--- src/rtl/serial_adder.sv ---
// serial_adder: bit-serial LSB-first adder with one full adder, start/done handshake.
module serial_adder #(
  parameter int WIDTH = 5
) (
  input  logic             clk,
  input  logic             rst_n,
  input  logic             start,
  input  logic [WIDTH-1:0] a,
  input  logic [WIDTH-1:0] b,
  output logic             busy,
  output logic             done,
  output logic [WIDTH-1:0] sum,
  output logic             cout
);
  localparam int CW = $clog2(WIDTH);
  typedef enum logic [1:0] {IDLE, RUN, DONE} state_t;
  state_t           state_q, state_d;
  logic [WIDTH-1:0] opa_q, opa_d, opb_q, opb_d, res_q, res_d, sum_q, sum_d;
  logic             carry_q, carry_d, cout_q, cout_d, s;
  logic [CW-1:0]    cnt_q, cnt_d;
  assign s    = opa_q[0] ^ opb_q[0] ^ carry_q;
  assign busy = state_q != IDLE;
  assign done = state_q == DONE;
  assign sum  = sum_q;
  assign cout = cout_q;
  always_comb begin
    state_d = state_q;
    opa_d   = opa_q;
    opb_d   = opb_q;
    res_d   = res_q;
    carry_d = carry_q;
    cnt_d   = cnt_q;
    sum_d   = sum_q;
    cout_d  = cout_q;
    if (state_q == IDLE && start) begin
      opa_d   = a;
      opb_d   = b;
      res_d   = '0;
      carry_d = 1'b0;
      cnt_d   = '0;
      state_d = RUN;
    end else if (state_q == RUN) begin
      opa_d   = opa_q >> 1;
      opb_d   = opb_q >> 1;
      res_d   = {s, res_q[WIDTH-1:1]};
      carry_d = (opa_q[0] & opb_q[0]) | (carry_q & (opa_q[0] ^ opb_q[0]));
      cnt_d   = cnt_q + CW'(1);
      // last bit: publish the result only now so sum/cout hold through RUN
      if (cnt_q == CW'(WIDTH - 1)) begin
        state_d = DONE;
        sum_d   = res_d;
        cout_d  = carry_d;
      end
    end else if (state_q == DONE) begin
      state_d = IDLE;
    end
  end
  always_ff @(posedge clk) begin
    if (!rst_n) begin
      state_q <= IDLE;
      opa_q   <= '0;
      opb_q   <= '0;
      res_q   <= '0;
      carry_q <= 1'b0;
      cnt_q   <= '0;
      sum_q   <= '0;
      cout_q  <= 1'b0;
    end else begin
      state_q <= state_d;
      opa_q   <= opa_d;
      opb_q   <= opb_d;
      res_q   <= res_d;
      carry_q <= carry_d;
      cnt_q   <= cnt_d;
      sum_q   <= sum_d;
      cout_q  <= cout_d;
    end
  end
endmodule
--- config.mk ---
export PLATFORM = sky130hd
export DESIGN_NAME = serial_adder
export DESIGN_NICKNAME = d
export VERILOG_FILES = /design/src/rtl/serial_adder.sv
export SDC_FILE = /design/constraint.sdc
export NUM_CORES = 1
export LEC_CHECK = 0
export ABC_AREA = 1
export BUFFER_PORTS_ARGS = -buffer_cell sky130_fd_sc_hd__buf_2
export CAP_MARGIN = 20
export CORE_UTILIZATION = 53
export DETAILED_ROUTE_END_ITERATION = 10
export GPL_ROUTABILITY_DRIVEN = 0
export PLACE_DENSITY = 0.76
export SYNTH_ARGS = -nofsm -noshare
export SYNTH_HDL_FRONTEND = slang
export SYNTH_SLANG_ARGS = --single-unit
--- constraint.sdc ---
create_clock -name clk -period 1.5 [get_ports clk]
set_clock_uncertainty 0.2 [all_clocks]
set_input_delay 0.3 -clock clk [delete_from_list [all_inputs] [get_ports clk]]
set_output_delay 0.3 -clock clk [all_outputs]
set_load 0.02 [all_outputs]
==> impl_results.md <==
- Post-Syn Nets: 173
- Vias in the first global route: 981
- Initial Utilization: 57.5%
- Cts-stage hold buffer count: 0
- Synth Instances: approximately 160
- Via density per instance: 5.16
- Setup crit end: done
- Total GRT Usage: 23.5%
- FF+latch area: 528 µm²
- Initial antenna violation count: 0
- Critical Path Source Type: register
- Post-synthesis cell area: 1150 µm²
- Placed inst area: approximately 1300 µm²
- First-pass GRT wire length: approximately 4300 µm
- Worst-Margin Slew: 0.405 ns
- Rows: 16
- Clock root cell: clkbuf_4
- CTS Sinks: 26
- Post-DP HPWL: 1740 µm
- Core Region: between 2000 and 2500 µm²
- Crit-path max cell delay: 0.44 ns
- Leak Pwr: roughly 0.66 nW
- Final Max Slew Viols: 0
- Detailed-route wire length: approximately 2700 µm
- Final period utilization: 101%
- FILL cells: 170
- Drt wl/cell: 12.6 µm
- IO Count: 21
- Vias: 1115
- Area of the multi-input gates: 567 µm²
- Post-route ant nets: 0
- P_int: 0.00106 W
- Port bufs: 20
- Share of power burned in registers: 52.5%
- Largest net degree at the start of global routing: 17
- Slew HR: 73.0%
- Die X: 48.6 µm
- Pwr Density: 948 nW/µm²
- FF-to-FF setup slack: 0.06 ns
- Register area share after synthesis: 45.2%
- Drt drc: 0
- Die height: 48.6 µm
- PnR worst setup slack: -0.0140 ns
- RSZ-0062 raised after global routing: yes
- Clock group share of total power: 35.0%
- Worst vdd ir: 0.634 mV
- Logic gate share of total power: ~12%
- Layout cells sized above 1: roughly 27%
- Yosys warns: 0
- Leading post-synthesis cells by cell area: dfxtp_1, nand2_1, nand3_1, a21oi_1, nor2_1
- Sw frac: approximately a quarter
- TritonRoute pass-1 iters: 4
- P&R area growth vs syn: 26.7%
- Post-synthesis register bit count: 26
- Instance count on the critical path: 3
- Clk slew on worst S/H paths: 0.13 ns
- Status: finished, violations left
- Worst r2r src: state_q[1]
- Achievable Freq: 0.661 GHz
- CTS tree: built
- Worst r2r dst: opa_q[3]
- Synth top area share: 45.2%
- Final setup fails: 2
- Slowest CP cell: dfxtp_4
- # H-tree levels: 1
- Delay-heaviest family, CP: flip-flops
- Worst path arrival time: 1.01 ns
- Net Sw Power: between 0.0003 and 0.0004 W
- Iter 0 DRT Violations: 30
- Req. time, crit path: 1.00 ns
- Diodes inserted: 0
- Worst Setup SP: state_q[1]
- Final Hold Vio Count: 0
- Max Cap Viol: 0
- Crit Path Max Fanout: 7
- Failing checks: setup timing
- Syn Area/Cell: 7.33 µm²
- TNS Setup: -0.0186 ns
- Design area: 1460 µm²
- Worst skew pair latency: 0.33 ns
- Die area: 2360 µm²
- Netlist cell types: 21
- Buf+Inv Stages, Crit Path: 2
- CTS Buf Count: 3
- Final min period: 1.51 ns
- CP cell instances: inv_8 -> nor2_4 -> buf_6
- Top cell type by total area after synthesis: dfxtp_1
- Crit. End Element: output port
- Maximum clock path buffer count: 2
- Grt total ovfl: 0
- Crit Path Class: reg2out
- Fin nets: approximately 210
- Reg2Reg Depth: 8
- Hold Crit Class: in2reg
[metrics by stage]
| step | utilization, % | hold slack [ns] | setup WS (ns) | power [W] | std cells |
|---|---|---|---|---|---|
| after CTS | 69.8 | 0.00368 | -0.00421 | 0.00137 | 211 |
| after detailed placement | 64.3 | 0.253 | 0.0272 | 0.000887 | 204 |
| after global routing | 72.9 | 0.00884 | -0.0543 | 0.00145 | 216 |
| final | 72.9 | 0.00334 | -0.0140 | 0.00138 | 216 |
| after floorplan | - | 0.243 | 0.181 | 0.000840 | 157 |
| after global placement | 64.3 | 0.247 | 0.134 | 0.000882 | 204 |
[power by group through the flow]
stage | logic, W | registers [W] | clock network (W)
floorplan | 0.000103 | 0.000737 | 0
global placement | 0.000139 | 0.000743 | 0
detailed placement | 0.000142 | 0.000744 | 0
CTS | 0.000158 | 0.000726 | 0.000491
global route | 0.000191 | 0.000729 | 0.000526
finish | 0.000172 | 0.000727 | 0.000484
[how the worst min path moves through the flow]
| stage | from | end | slack (ns) | cells past startpoint |
|---|---|---|---|---|
| 3_3_place_gp | sum[4] | sum[4] | 0.25 | 2 |
| 2_1_floorplan | a[4] | opa_q[4] | 0.24 | 2 |
| 4_1_cts | b[4] | opb_q[4] | 0.004 | 3 |
| 3_5_place_dp | cout | cout | 0.25 | 2 |
| 5_1_grt | a[4] | opa_q[4] | 0.009 | 3 |
| 6_report | b[4] | opb_q[4] | 0.003 | 3 |
[cells in the final DEF (no fill, tap or decap), drive strengths merged]
master   n
nor2    17
bufinv   1
fa       1
buf     35
a21oi   14
a211oi   2
nand3   17
nand2   53
clkbuf   3
dfxtp   26
inv     11
o21ai    2
nand4    5
ha       2
[layout make-up]
| type | instances | share of cell area, % |
|---|---|---|
| Inverter | 11 | 3.34 |
| Tap cell | 27 | 2.32 |
| Multi-Input combinational cell | 113 | 38.9 |
| Timing Repair Buffer | 35 | 15.7 |
| Clock buffer | 3 | 1.54 |
| Clock inverter | 1 | 2.06 |
| Sequential cell | 26 | 36.2 |
[registers in the layout, indices dropped and copies added (netlist names)]
signal and count:
state_q 2, cnt_q 3, cout 1, opa_q 5
carry_q 1, res_q 4, opb_q 5, sum 5
[metal layers]
metal,up-vias,share of wire [%],track usage [%]
met5,-,0,0
met4,0,2.3,9.80
met3,7,4.4,3.77
met2,34,49,39.4
met1,503,44,29.8
li1,571,-,-
[cell usage after synthesis]
master and n:
nor2_2 1, buf_6 2, nand4_1 5, ha_1 2, nor2_4 1, nor2_1 15, fa_1 1, buf_4 2
nand2_4 1, buf_2 1, o21ai_0 1, inv_1 10, nand2_2 1, nand3_1 17, dfxtp_1 26, o21ai_1 1
clkbuf_1 2, inv_2 1, a21oi_1 14, a211oi_1 2, nand2_1 51
[repair_timing]
action,in CTS,in global routing
setup endpoints to repair,3,4
buffers inserted,3,5
resized for setup,13,7
pin swaps,1,1
[logic make-up (layout without fill, tap and decap cells)]
kind of cell	after synthesis	in the layout	share of synthesized area (%)
simple gates	92	92	34.7
buf+inv	18	50	7.93
flops	26	26	45.2
compound gates	18	18	8.26
fa+ha+maj	3	3	3.91
[worst reg2reg max path: cells and delay by family (launching register included)]
kind / cells / cell delay [ns]
buffers and inverters: 3 / 0.41
DFF: 1 / 0.44
and+or+nand+nor: 5 / 0.29
No activity file was read; power rests on OpenSTA's default activity.
